## src/rtl/dmem_arbiter.sv

```systemverilog
// dmem_arbiter: two-requester front end for the single-port data memory.
// Port 0 is the core load/store path, port 1 is the debug/DMA loader.
// Grants are combinational; read data comes back registered one cycle later.

// Purpose: round-robin grant between core (port 0) and loader (port 1), with a bounded port 1 burst lock.
// Latency: grant and memory drive in the request cycle; read data and rvalid one cycle after grant.
// Backpressure: a requester holds req/we/addr/wdata until its gnt is seen; port 0 waits at most MAX_BURST contended cycles.
module dmem_arbiter #(
  parameter int ADDR_W    = 32,
  parameter int DATA_W    = 32,
  parameter int MAX_BURST = 4   // legal range 1..15
) (
  input  logic              clk,
  input  logic              reset,

  input  logic              m0_req,
  input  logic              m0_we,
  input  logic [ADDR_W-1:0] m0_addr,
  input  logic [DATA_W-1:0] m0_wdata,
  output logic              m0_gnt,
  output logic              m0_rvalid,
  output logic [DATA_W-1:0] m0_rdata,

  input  logic              m1_req,
  input  logic              m1_we,
  input  logic [ADDR_W-1:0] m1_addr,
  input  logic [DATA_W-1:0] m1_wdata,
  input  logic              m1_lock,
  output logic              m1_gnt,
  output logic              m1_rvalid,
  output logic [DATA_W-1:0] m1_rdata,

  output logic [ADDR_W-1:0] mem_addr,
  output logic [DATA_W-1:0] mem_wdata,
  output logic              mem_write,
  output logic              mem_read,
  input  logic [DATA_W-1:0] mem_rdata
);

  // Burst counter is 4 bits and saturates at 15, so the limit fits the same width.
  localparam logic [3:0] BURST_LIMIT = 4'(MAX_BURST);
  localparam logic [3:0] BURST_SAT   = 4'd15;

  // One request as presented by a requester.
  typedef struct packed {
    logic              we;
    logic [ADDR_W-1:0] addr;
    logic [DATA_W-1:0] wdata;
  } req_t;

  req_t w_m0_dat;
  req_t w_m1_dat;
  req_t w_sel_dat;

  logic w_gnt0;
  logic w_gnt1;

  // Arbitration state: who won last, whether port 1 holds a lock, and how long port 0 has been starved.
  logic       r_last_grant;
  logic [3:0] r_burst_cnt;
  logic       r_lock_active;

  // Registered read return, one set per port.
  logic              r_m0_rvalid;
  logic [DATA_W-1:0] r_m0_rdata;
  logic              r_m1_rvalid;
  logic [DATA_W-1:0] r_m1_rdata;

  assign w_m0_dat = '{we: m0_we, addr: m0_addr, wdata: m0_wdata};
  assign w_m1_dat = '{we: m1_we, addr: m1_addr, wdata: m1_wdata};

  // Grant selection: lone requester wins; under contention an unexhausted port 1 lock wins,
  // otherwise the port that did not win last time. Nothing is granted while reset is high.
  always_comb begin
    w_gnt0 = 1'b0;
    w_gnt1 = 1'b0;
    if (!reset) begin
      if (m0_req && !m1_req) begin
        w_gnt0 = 1'b1;
      end else if (m1_req && !m0_req) begin
        w_gnt1 = 1'b1;
      end else if (m0_req && m1_req) begin
        if (r_lock_active && (r_burst_cnt < BURST_LIMIT)) begin
          w_gnt1 = 1'b1;
        end else if (r_last_grant) begin
          w_gnt0 = 1'b1;
        end else begin
          w_gnt1 = 1'b1;
        end
      end
    end
  end

  // Memory drive mux: port 1 only when it holds the grant, so idle cycles present port 0's address/data.
  always_comb begin
    w_sel_dat = w_m0_dat;
    if (w_gnt1) begin
      w_sel_dat = w_m1_dat;
    end
  end

  assign m0_gnt    = w_gnt0;
  assign m1_gnt    = w_gnt1;
  assign mem_addr  = w_sel_dat.addr;
  assign mem_wdata = w_sel_dat.wdata;
  assign mem_write = (w_gnt0 &  m0_we) | (w_gnt1 &  m1_we);
  assign mem_read  = (w_gnt0 & ~m0_we) | (w_gnt1 & ~m1_we);

  // Round-robin pointer and lock flag: updated on any grant, held through idle cycles.
  always_ff @(posedge clk) begin
    if (reset) begin
      r_last_grant  <= 1'b1;  // port 0 wins the first contended cycle
      r_lock_active <= 1'b0;
    end else if (w_gnt0) begin
      r_last_grant  <= 1'b0;
      r_lock_active <= 1'b0;
    end else if (w_gnt1) begin
      r_last_grant  <= 1'b1;
      r_lock_active <= m1_lock;
    end
  end

  // Starvation counter: counts port 1 grants that port 0 sat through; any relief for port 0
  // (its own grant, or it stops asking) starts the count over.
  always_ff @(posedge clk) begin
    if (reset) begin
      r_burst_cnt <= 4'd0;
    end else if (!m0_req || w_gnt0) begin
      r_burst_cnt <= 4'd0;
    end else if (w_gnt1 && (r_burst_cnt != BURST_SAT)) begin
      r_burst_cnt <= r_burst_cnt + 4'd1;
    end
  end

  // Port 0 read return: capture memory data at the end of a read grant, pulse rvalid for one cycle.
  always_ff @(posedge clk) begin
    if (reset) begin
      r_m0_rvalid <= 1'b0;
      r_m0_rdata  <= '0;
    end else begin
      r_m0_rvalid <= w_gnt0 & ~m0_we;
      if (w_gnt0 && !m0_we) begin
        r_m0_rdata <= mem_rdata;
      end
    end
  end

  // Port 1 read return: same timing as port 0.
  always_ff @(posedge clk) begin
    if (reset) begin
      r_m1_rvalid <= 1'b0;
      r_m1_rdata  <= '0;
    end else begin
      r_m1_rvalid <= w_gnt1 & ~m1_we;
      if (w_gnt1 && !m1_we) begin
        r_m1_rdata <= mem_rdata;
      end
    end
  end

  assign m0_rvalid = r_m0_rvalid;
  assign m0_rdata  = r_m0_rdata;
  assign m1_rvalid = r_m1_rvalid;
  assign m1_rdata  = r_m1_rdata;

endmodule

```

## config.mk

```make
export PLATFORM = sky130hd
export DESIGN_NAME = dmem_arbiter
export DESIGN_NICKNAME = d
export VERILOG_FILES = /design/src/rtl/dmem_arbiter.sv
export SDC_FILE = /design/constraint.sdc
export NUM_CORES = 1
export LEC_CHECK = 0
export ABC_AREA = 1
export CAP_MARGIN = 20
export CELL_PAD_IN_SITES_DETAIL_PLACEMENT = 1
export CELL_PAD_IN_SITES_GLOBAL_PLACEMENT = 2
export CORE_MARGIN = 2
export CORE_UTILIZATION = 13
export DETAILED_ROUTE_END_ITERATION = 8
export PLACE_DENSITY = 0.79
export REMOVE_ABC_BUFFERS = 1
export SETUP_SLACK_MARGIN = 0.3
export SYNTH_ARGS = -nofsm -noshare
export SYNTH_HDL_FRONTEND = slang
export SYNTH_SLANG_ARGS = --single-unit
export TNS_END_PERCENT = 5
```

## constraint.sdc

```tcl
create_clock -name clk -period 1.6 [get_ports clk]
set_clock_uncertainty 0.15 [all_clocks]
set_input_delay 0.24 -clock clk [delete_from_list [all_inputs] [get_ports clk]]
set_output_delay 0.24 -clock clk [all_outputs]
set_load 0.1 [all_outputs]
```

## After elaboration in Yosys (flattened, before gate mapping)

Index checks and enable logic that the tools add are counted.

- Bits of input ports: 167
- Output and inout port bits: 134
- Bits in registers: 72

- Multiplexer cells: 15
- Eq/ne operators: 1
- $lt $le $gt $ge: 1
- Reduce and logical (&&, ||, !) cells: 15
- Bitwise operators: 8
- Add/subtract/negate cells: 1

Operators with widths:

| kind | number |
|---|---|
| 2-to-1 mux 64 bit | 1 |
| 2-to-1 mux 1 bit | 14 |
| logical AND 1 bit | 7 |
| adder 4 x 1 -> 4 bit, second input constant | 1 |
| bitwise AND 1 bit | 4 |
| zero test 1 bit | 4 |
| < comparator 4 x 3 -> 1 bit, second input constant | 1 |
| inequality test 4 bit, second input constant | 1 |
| OR reduction 2 bit | 2 |
| inverter 1 bit | 2 |
| bitwise OR 1 bit | 2 |
| nonzero test 2 bit | 1 |
| logical OR 1 bit | 1 |

## Longest topological paths before layout

Gate-level depths: netlist of run 1.

- Depth after elaboration: 9
- Mapped depth: 9
- Depth with buffers taken out: 8

## Worst setup path after synthesis of run 1

OpenSTA, ideal clock, no wires.

- Path kind: reg-to-output
- From: register r_burst_cnt[2]
- To: output port mem_write
- Data required time: 1.210 ns
- Buffers on the path: 0
- Stages on the path, launching flop included: 7
- Path slack: -1.660 ns
- Arrival time: 2.870 ns
- Path through: dfxtp_1 -> nor2_1 -> nand2_1 -> nand2_2 -> nand2_2 -> nand2_1 -> o21ai_0

- Word-level cells in the longest chain between the ends: 9
- Elaborated cells between the ends (all ways): 15
- Classes of those cells: order compare: 1; mux: 10; bitwise: 3; reduce/logical: 1

Ends and longest elaborated chain:

| what | line | text |
|---|---|---|
| start: declaration | 60 | `logic [3:0] r_burst_cnt;` |
| start signal: assignment | 131 | `r_burst_cnt <= r_burst_cnt + 4'd1;` |
| < comparator 4 x 3 -> 1 bit * | 83 | `if (r_lock_active && (r_burst_cnt < BURST_LIMIT)) begin` |
| logical AND 1 bit * | 83 |  |
| 2-to-1 mux 1 bit | 83 |  |
| 2-to-1 mux 1 bit | 82 | `end else if (m0_req && m1_req) begin` |
| 2-to-1 mux 1 bit | 80 | `end else if (m1_req && !m0_req) begin` |
| 2-to-1 mux 1 bit | 78 | `if (m0_req && !m1_req) begin` |
| 2-to-1 mux 1 bit | 77 | `if (!reset) begin` |
| bitwise AND 1 bit | 106 | `assign mem_write = (w_gnt0 & m0_we) \| (w_gnt1 & m1_we);` |
| bitwise OR 1 bit * | 106 |  |
| end: declaration | 35 | `output logic mem_write,` |

Mark *: on every way between the ends. The rest lies on a longest branch, timed or not.

## Final worst setup path of run 1

- From: register r_burst_cnt[2]
- To: output port mem_addr[13]

- Word-level cells in the longest chain between the ends: 8

Ends and longest elaborated chain:

| what | line | text |
|---|---|---|
| < comparator 4 x 3 -> 1 bit | 83 |  |
| logical AND 1 bit | 83 |  |
| 2-to-1 mux 1 bit | 83 |  |
| 2-to-1 mux 1 bit | 82 |  |
| 2-to-1 mux 1 bit | 80 |  |
| 2-to-1 mux 1 bit | 78 |  |
| 2-to-1 mux 1 bit | 77 |  |
| 2-to-1 mux 64 bit | 97 | `if (w_gnt1) begin` |
| end: declaration | 33 | `output logic [ADDR_W-1:0] mem_addr,` |

Every way passes these cells.

==> results of run 1 <==
==> layout make-up <==
| type | count | share of cell area [%] |
|---|---|---|
| repair buffers | 352 | 50.4 |
| multi-input cells | 488 | 22.9 |
| flip-flops and latches | 72 | 15.9 |
| well taps | 390 | 5.04 |
| inverters | 73 | 2.83 |
| clock buffers | 10 | 2.36 |
| clock inverters | 6 | 0.465 |
==> synthesized netlist by cell type <==
master,instances
buf_1,2
nand2_2,3
dfxtp_1,72
nand3_2,1
clkinv_1,1
nor2_4,1
ha_1,1
buf_2,20
or2_2,2
inv_2,2
a21oi_1,1
nor2_1,73
nand3_1,3
nand4_1,35
nor3_1,1
buf_4,2
inv_1,70
nand4_2,1
clkbuf_1,11
o21ai_0,2
xnor2_1,2
nand2_1,362
buf_6,4
==> cell families (layout without fill, tap and decap cells) <==
family                     after synthesis  count (layout)  synth area share [%]
and+or+nand+nor                        482             482                  49.6
buffers and inverters                  112             441                  12.4
DFF                                     72              72                  36.9
AOI/OAI and AO/OA                        3               3                 0.384
xor gates and xnor gates                 2               2                 0.449
adders and majority gates                1               1                 0.320
==> per-layer routing <==
layer | global-route usage, % | up-vias | part of all wire [%]
met5 | 0 | - | 0
met4 | 4.20 | 0 | 2.3
met3 | 3.88 | 17 | 6.2
met2 | 27.0 | 213 | 52
met1 | 16.9 | 2412 | 40
li1 | - | 2649 | -
==> per-stage QoR <==
stage / std cells / worst slack (ns)
floorplan: 633 / -2.02
global route: 1391 / -0.766
detailed placement: 1364 / -0.722
global placement: 1364 / -0.714
CTS: 1391 / -0.706
finish: 1391 / -0.663
==> power groups by stage <==
stage               clock network (W)  logic (W)  registers (W)
finish                        0.00192    0.00421        0.00203
global route                  0.00211    0.00436        0.00204
CTS                           0.00201    0.00424        0.00203
detailed placement                  0    0.00412        0.00205
global placement                    0    0.00410        0.00205
floorplan                           0    0.00149        0.00269
==> worst max-delay path, delay by kind of cell, from the launching register on <==
kind	cells	cell delay, ns
buf+inv	4	0.54
simple gates	7	0.61
flops	1	0.34
==> state kept, by name (all words and copies together), names as in the netlist <==
name / cells
r_last_grant: 1
m0_rdata: 32
r_lock_active: 1
r_burst_cnt: 4
m1_rdata: 32
m1_rvalid: 1
m0_rvalid: 1
==> final timing paths <==
check	from	end
hold reg to reg	r_lock_active	r_lock_active
hold / removal	m0_req	r_burst_cnt[0]
setup reg to reg	r_burst_cnt[2]	r_lock_active
setup / recovery	r_burst_cnt[2]	mem_addr[13]
==> what timing repair did <==
item,in CTS,in global routing
gates resized for setup,155,23
buffers inserted,10,0
endpoints found under the setup margin,205,177
hold endpoints to repair,0,0
pin swaps,9,6
gates cloned,1,0
==> metrics.cfg, run 1 <==
[die]
die-area_mm2 = 0.0315
initial_utilization_pct = 13.2
die_w_um = 177
io_pins = 301
fp.coreArea_mm2 = 0.0296
rows = 63
die_h_um = 177

[sta]
finalSetupViolCount = 71
fin_crit_sh_pct = 141
setup_ws_ns = -0.663
holdWs_ns = 0.297
drv_slew = 0
tns_ns = -42.81
hold_viol_final = 0
max_freq_mhz = 442
rsz0062_at_grt = yes
max_slew_margin_pct = 71.5
period_minus_slack_ns = 2.26
worstMarginPinSlew_ns = 0.428

[pwr]
internal-power_w = 0.00455
power_frac_clock_pct = 23.6
total_power_w = 0.00816
sequentialPowerShare_pct = 24.9
p_comb_share_pct = 51.6
p_per_area_mw_per_mm2 = 842
p_leak_nw = 4.32
switchingPower_w = 0.00361
swShare_pct = 44.2
vdd_drop_max_uv = 335

[critical_path]
arrival_ns = 1.87
cp-start-kind = flop
cp_slowest_cell = dfxtp_2
r2r_slack_ns = -0.59
cpPeakStageDelay_ns = 0.34
ff2ff_path_depth = 14
critPathCaptureType = primary output
critPathMaxFanout = 26
worstPathRequired_ns = 1.21
criticalPathCategory = reg2out
path_common_cell = nand2_2
crit_path_cell_trace = nor2_4 > nand2_2 > nand2_2 > nand2_2 > nor2_4 > inv_2 > buf_12 > buf_12 > nand2_1 > nand2_2 > buf_12

[global_routing]
first_global_vias = 5743
grt_pass1_wl_um = 34700
grt_max_degree = 65
track_usage_pct = 14.8
antenna_found_initial = 1
overflow = 0

[drt]
remaining_drc_errors = 0
routed_wl_um = 22900
vias = 5291
viasPerCell = 3.80
avgRoutedWirePerCell_um = 16.5
drt_iter0_drc = 207
antenna_left = 0
drtPass1Iterations = 4

[logic_synthesis]
synth_top_area_share_pct = 36.9
syn_area_mm2 = 0.00391
seq_area_frac_synth_pct = 36.9
ys_types = 23
ys_top_cells_by_area = dfxtp_1 (37%), nand2_1 (35%), nor2_1 (7.0%)
ys_warn_count = 0
yosysTopAreaCell = dfxtp_1
synth-seq-cells = 72
avgSynthCellArea_um2 = 5.81
syn_inst = 672

[cts]
cts_made_buffers = 9
hold_buffers = 0
cts_buffer_depth = 2
clk_pin_slew_ns = 0.06
htreeDepth = 3
cts_tree = built
cts_sinks = 72
clk_latency_ns = 0.34
cts-root-buf = clkbuf_16

[worst_hold_path]
holdCritPathClass = in2reg
whs_path_depth = 4

[finish]
postLayoutCellArea_mm2 = 0.00968
ff_latch_area_mm2 = 0.00154
fin_nets = 1164
multi_input_area_mm2 = 0.00222
final_common_cell = nand2_1
fillers = 3527
final_cell_mix = nand2_1 (284), clkdlybuf4s50_1 (164), buf_12 (141), nand2_2 (78), nor2_1 (72)
antenna-diode-count = 0
areaGrowthSynthToFinish_pct = 148
drive_gt1_share_pct = 36.3
final_util_pct = 32.7

[flow_run]
maxCapViolCount = 0

[placed_design]
dpl-instance-area_mm2 = 0.00892
gp_congestion = 0.831
detailedPlacementHpwl_um = 18500
io_buffers = 300

[outcome]
failed_checks = negative setup slack
outcome = finished, violations left

Note: power is estimated with default switching activity, not from simulation.
==> inputs of run 2 (changes only) <==
SKIP_LAST_GASP = 1   (was unset)
==> metrics.cfg, run 2 (synthesis results as in run 1) <==
[outcome]
outcome = finished, violations left
failed_checks = negative setup slack

[cts]
cts_buffer_depth = 2
cts_made_buffers = 9
cts-root-buf = clkbuf_16
cts_tree = built
htreeDepth = 3
cts_sinks = 72
clk_latency_ns = 0.34
clk_pin_slew_ns = 0.06

[global_routing]
grt_pass1_wl_um = 34400
overflow = 0
grt_max_degree = 65
antenna_found_initial = 1
track_usage_pct = 14.7
first_global_vias = 5653

[worst_hold_path]
hold_start = mem_rdata[27]
holdCritPathClass = in2reg
whs_path_depth = 3
hold_end = m1_rdata[27]

[critical_path]
cp-start-kind = flop
reg2reg_to = r_lock_active
critPathMaxFanout = 7
cpPeakStageDelay_ns = 0.33
r2r_slack_ns = -0.58
path_common_cell = nand2_2
worstPathRequired_ns = 1.21
arrival_ns = 1.89
crit_path_cell_trace = nor2_4 > nand2_2 > nand2_2 > nand2_2 > nor2_4 > buf_8 > buf_6 > nand2_1 > nand2_1 > buf_12
critPathCaptureType = primary output
cp_slowest_cell = dfxtp_2
ff2ff_path_depth = 14
r2r-start = r_burst_cnt[3]
criticalPathCategory = reg2out

[pwr]
vdd_drop_max_uv = 340
p_leak_nw = 4.30
p_per_area_mw_per_mm2 = 854
total_power_w = 0.00810

[drt]
vias = 5291
remaining_drc_errors = 0
viasPerCell = 3.80
drtPass1Iterations = 4
antenna_left = 0
routed_wl_um = 22900
drt_iter0_drc = 191
avgRoutedWirePerCell_um = 16.4

[sta]
worstMarginPinSlew_ns = 0.429
finalSetupViolCount = 128
fin_crit_sh_pct = 143
period_minus_slack_ns = 2.28
max_slew_margin_pct = 71.4
holdWs_ns = 0.331
setup_ws_ns = -0.680
drv_slew = 0
max_freq_mhz = 439
rsz0062_at_grt = yes
hold_viol_final = 0

[die]
die_w_um = 177
die-area_mm2 = 0.0315
die_h_um = 177
initial_utilization_pct = 13.2
fp.coreArea_mm2 = 0.0296
rows = 63
io_pins = 301

[finish]
drive_gt1_share_pct = 25.4
final_cell_mix = nand2_1 (325), clkdlybuf4s50_1 (165), buf_12 (142), nor2_1 (72), dfxtp_1 (71)
areaGrowthSynthToFinish_pct = 143
instances_no_fill = 1394
final_common_cell = nand2_1
final_util_pct = 32.0
antenna-diode-count = 0
fillers = 3548
postLayoutCellArea_mm2 = 0.00948
fin_nets = 1167

[placed_design]
detailedPlacementHpwl_um = 18500
io_buffers = 300
dpl-instance-area_mm2 = 0.00892
placed_cells = 1364
gp_congestion = 0.831

[flow_run]
maxCapViolCount = 0

run 2: routing by layer:
metal	GRT usage, %	part of all wire (%)	vias up
met5	0	0	-
met4	4.37	3.0	0
met3	3.94	6.3	23
met2	26.3	51	217
met1	16.9	40	2395
li1	-	-	2656
run 2: report_power, final:
part           total [W]  switching (W)  leakage (nW)  internal, W
logic            0.00416        0.00261          3.59      0.00156
registers        0.00201       0.000111         0.589      0.00190
clock network    0.00192       0.000866         0.125      0.00106
run 2: worst max path at each step:
stage / from / end / depth (start not counted) / slack, ns
2_1_floorplan: r_burst_cnt[3] / mem_addr[0] / 8 / -2.02
3_3_place_gp: m0_req / mem_addr[30] / 11 / -0.71
3_5_place_dp: m0_req / mem_addr[19] / 11 / -0.72
4_1_cts: r_burst_cnt[2] / mem_addr[12] / 11 / -0.74
5_1_grt: r_burst_cnt[3] / mem_wdata[28] / 11 / -0.78
6_report: r_burst_cnt[3] / mem_wdata[15] / 10 / -0.68
run 2: per-stage QoR:
step | worst slack [ns] | setup TNS (ns)
floorplan | -2.02 | -168.62
global placement | -0.714 | -64.64
detailed placement | -0.722 | -66.58
CTS | -0.743 | -52.76
global route | -0.782 | -62.04
finish | -0.680 | -47.88
run 2: repair_timing:
| action | CTS | global route |
|---|---|---|
| setup endpoints to repair | 205 | 205 |
| hold buffers | 0 | 0 |
| resized for setup | 33 | 17 |
| setup buffers | 10 | 2 |
| pin swaps | 3 | 3 |
| gates cloned | 1 | 1 |
run 2: final cells by class:
class,count,area [µm²],area share (%)
inverters,73,277,2.92
flip-flops and latches,72,1440,15.2
multi-input cells,488,2090,22.0
well taps,390,488,5.15
clock buffers,10,229,2.41
repair buffers,355,4920,51.8
clock inverters,6,45.0,0.475
run 2: worst max-delay path: cells and delay by family, from the launching register on:
family / cells / cell delay, ns
buf+inv: 3 / 0.50
flops: 1 / 0.33
simple gates: 7 / 0.69
==> variant 1 (settings of run 2) <==
Set the parameter `ADDR_W` to 16 (it was 32).
--- a/src/rtl/dmem_arbiter.sv
+++ b/src/rtl/dmem_arbiter.sv
@@ -8,3 +8,3 @@
 module dmem_arbiter #(
-  parameter int ADDR_W    = 32,
+  parameter int ADDR_W    = 16,
   parameter int DATA_W    = 32,
Interface: changed (resized m0_addr, m1_addr and mem_addr); port bits go from 301 to 253. The function was not compared with the original's and may differ.
==> variant 1 against run 2 <==
- the run still ends with setup timing left
- global-route usage fell by 1.3 points
- total power fell by 7.2%
- count of clock-buffer cells in the layout rose by 1
- routed wire length fell by 19%
- design area fell by 13%
- setup slack improved by 0.0094 ns
- sequential cell count did not move
- area after synthesis fell by 16%
- critical path type unchanged
- highest routed layer unchanged
==> variant 1: results (changes against run 2) <==
* Outcome: complete, but fails checks (unchanged)
* Failing checks: setup timing (unchanged)
* Via count at 4424 (was 5291)
* Tot Pwr at 7.516 mW (was 8.096 mW)
* Hold path start: mem_rdata[17] (was mem_rdata[27])
* Hpwl dp at 13960 um (was 18480 um)
* Commonest cells post-synth: 250 x nand2_1, 72 x dfxtp_1, 68 x nand3_1 (was 362 x nand2_1, 73 x nor2_1, 72 x dfxtp_1)
* End of the critical path: mem_wdata[11] (was mem_wdata[15])
* Vias per cell at 4.011 (was 3.796)
* Number of clock buffers in the layout at 11 (was 10)
* Critical path peak fanout at 6 (was 7)
* Diode count at 1 (was 0)
* Placement Cell Area at 0.007640 mm^2 (was 0.008920 mm^2)
* Clk tree area frac at 0.03642 (was 0.02890)
* Post-Syn Instances at 494 (was 672)
* Layout cells sized above 1 at 0.2811 (was 0.2540)
* Final setup TNS at -45.06 ns (was -47.88 ns)
* FF-to-FF End: m0_rdata[12]$_SDFFE_PP0P_ (was r_lock_active$_SDFFE_PP0P_)
* Hold slack at 0.3339 ns (was 0.3307 ns)
* Largest cells by area after synthesis: dfxtp_1 44%, nand2_1 28%, nand3_1 10% (was dfxtp_1 37%, nand2_1 35%, nor2_1 7.0%)
* Tmin final at 2.271 ns (was 2.280 ns)
* Placed Cells at 1077 (was 1364)
* Multi-input gate area at 0.001747 mm^2 (was 0.002086 mm^2)
* # nets final at 903 (was 1167)
* Post-route setup slack at -0.6709 ns (was -0.6803 ns)
* Slew headroom at 0.7140 (was 0.7143)
* Drt wl/cell at 16.79 um (was 16.42 um)
* Multi-input gates at 373 (was 488)
* Flop2flop setup slack at -0.27 ns (was -0.58 ns)
* RD Place Congestion at 0.7413 (was 0.8308)
* Setup violators final at 118 (was 128)
* GRT Util Overall at 0.1340 (was 0.1466)
-- variant 1: tightest hold or removal path, cell delays in order --
cell and delay [ns]:
clkdlybuf4s50_1 0.42, nand2_1 0.07, nand2_1 0.04
-- variant 1: kinds of logic (layout without fill, tap and decap cells) --
group | count (synthesis) | after routing | share of synthesized area
other cells | 0 | 1 | 0
fa+ha+maj | 1 | 1 | 0.003796
flops | 72 | 72 | 0.4374
xor+xnor | 2 | 2 | 0.005316
compound gates | 3 | 3 | 0.004554
buf+inv | 49 | 327 | 0.06834
simple gates | 367 | 367 | 0.4806
-- variant 1: layer usage --
metal / share of wire / GRT usage
met1: 0.40 / 0.1497
met2: 0.49 / 0.2351
met3: 0.10 / 0.05383
met4: 0.014 / 0.03660
met5: 0 / 0
-- variant 1: what timing repair did --
action,in CTS,in global routing
buffers inserted,2,3
endpoints found under the setup margin,186,187
endpoints found under the hold margin,0,0
resized for setup,14,28
pin swaps,2,7
cloned,1,3
==> variant 2 (settings of run 2) <==
Made on the original files. Reset style: asynchronous (`reset`), changed in 4 clocked blocks.
--- a/src/rtl/dmem_arbiter.sv
+++ b/src/rtl/dmem_arbiter.sv
@@ -109,3 +109,3 @@
   // Round-robin pointer and lock flag: updated on any grant, held through idle cycles.
-  always_ff @(posedge clk) begin
+  always_ff @(posedge clk or posedge reset) begin
     if (reset) begin
@@ -124,3 +124,3 @@
   // (its own grant, or it stops asking) starts the count over.
-  always_ff @(posedge clk) begin
+  always_ff @(posedge clk or posedge reset) begin
     if (reset) begin
@@ -135,3 +135,3 @@
   // Port 0 read return: capture memory data at the end of a read grant, pulse rvalid for one cycle.
-  always_ff @(posedge clk) begin
+  always_ff @(posedge clk or posedge reset) begin
     if (reset) begin
@@ -148,3 +148,3 @@
   // Port 1 read return: same timing as port 0.
-  always_ff @(posedge clk) begin
+  always_ff @(posedge clk or posedge reset) begin
     if (reset) begin
Function: differs if reset is asserted again (counterexample within 4 cycles, from zero or initial values and one cycle with reset high); with reset held inactive, the same outputs for 4 cycles.
==> variant 2 against run 2 <==
- the run still ends with setup timing left
- cell count is 10% lower
- design area fell by 1.1%
- setup slack worse by 0.029 ns
- total power is 47% higher
- fmax fell by 1.3%
- area after synthesis fell by 3.4%
- non-clock buffer count shrank 12
- largest power group unchanged
- routed wire length is 0.55% lower
- sequential cell count stayed put
- global-route usage fell by 0.26 points
==> variant 2: results (changes against run 2) <==
* Commonest cells post-synth: 367 x nand2_1, 71 x dfrtp_1, 36 x nand4_1 (was 362 x nand2_1, 73 x nor2_1, 72 x dfxtp_1)
* Placement Cell Area at 0.008775 mm^2 (was 0.008920 mm^2)
* Crit-path max cell delay at 0.39 ns (was 0.33 ns)
* Multi-input gates at 425 (was 488)
* XOR/XNOR Fraction of Synth Area at 0.004643 (was 0.004484)
* Largest net degree at the start of global routing at 63 (was 65)
* Global Route met2 Usage at 0.2576 (was 0.2633)
* Leakage power at 4.515 nW (was 4.302 nW)
* Non-CTS buffers at 343 (was 355)
* Outcome: complete, but fails checks (unchanged)
* Drt first-iter violations at 240 (was 191)
* Clk tree area frac at 0.02987 (was 0.02890)
* Final setup TNS at -53.50 ns (was -47.88 ns)
* Synthesized cell area at 0.003772 mm^2 (was 0.003906 mm^2)
* Layout cells sized above 1 at 0.2601 (was 0.2540)
* Sequential standard cell area at 0.001803 mm^2 (was 0.001443 mm^2)
* FFs w/ async S/R, synth at 1.000 (was 0)
* Met2 wire length at 11630 um (was 11590 um)
* Met3 usage at 0.05337 (was 0.03942)
* Vias in the first global route at 5213 (was 5653)
* Placed Cells at 1227 (was 1364)
* DR WL met3 at 1815 um (was 1446 um)
* Setup violators final at 137 (was 128)
* Slew headroom at 0.7118 (was 0.7143)
* Fin cells at 1253 (was 1394)
* Worst Hold Class: in -> async (was in -> reg)
* GRT Util Overall at 0.1440 (was 0.1466)
* Multi-input gate area at 0.001853 mm^2 (was 0.002086 mm^2)
* # nets final at 1032 (was 1167)
* Inverters at 13 (was 73)
* Combinational power at 7.42 mW (was 4.16 mW)
* Grt met1 use at 0.1594 (was 0.1692)
* Failing checks: setup timing (unchanged)
* Switching part of the total power at 0.5085 (was 0.4425)
* Peak supply drop at 0.0004525 V (was 0.0003396 V)
* Post-route setup slack at -0.7091 ns (was -0.6803 ns)
* Post-Route M1 WL at 8849 um (was 9159 um)
* Vias per cell at 3.807 (was 3.796)
* Yosys cell types at 20 (was 23)
==> variant 2: cell count changes after synthesis, sizes merged, moves of 3 or more <==
cell / delta
clkbuf: -4
dfrtp: +71
dfxtp: -72
inv: -60
nand2: +5
nand3: +3
nor2: -70
==> variant 2: final timing paths <==
check	from	endpoint	slack, ns	depth (start not counted)
max in group asynchronous	reset	m0_rdata[4]$_DFFE_PP0P_	0.47	4
hold reg to reg	m0_rdata[12]$_DFFE_PP0P_	m0_rdata[12]$_DFFE_PP0P_	0.38	2
min in group clk	m1_lock	r_lock_active$_DFFE_PP0P_	0.29	3
hold / removal	reset	m0_rdata[19]$_DFFE_PP0P_	0.16	3
setup / recovery	r_burst_cnt[2]$_DFFE_PP0P_	mem_addr[16]	-0.71	10
setup reg to reg	r_burst_cnt[2]$_DFFE_PP0P_	m1_rdata[23]$_DFFE_PP0P_	-0.22	11
==> variant 2: repair_timing <==
item	in CTS	in global routing
setup endpoints to repair	206	206
cloned	1	5
buffers inserted	2	2
pin swaps	0	4
resized for setup	9	31
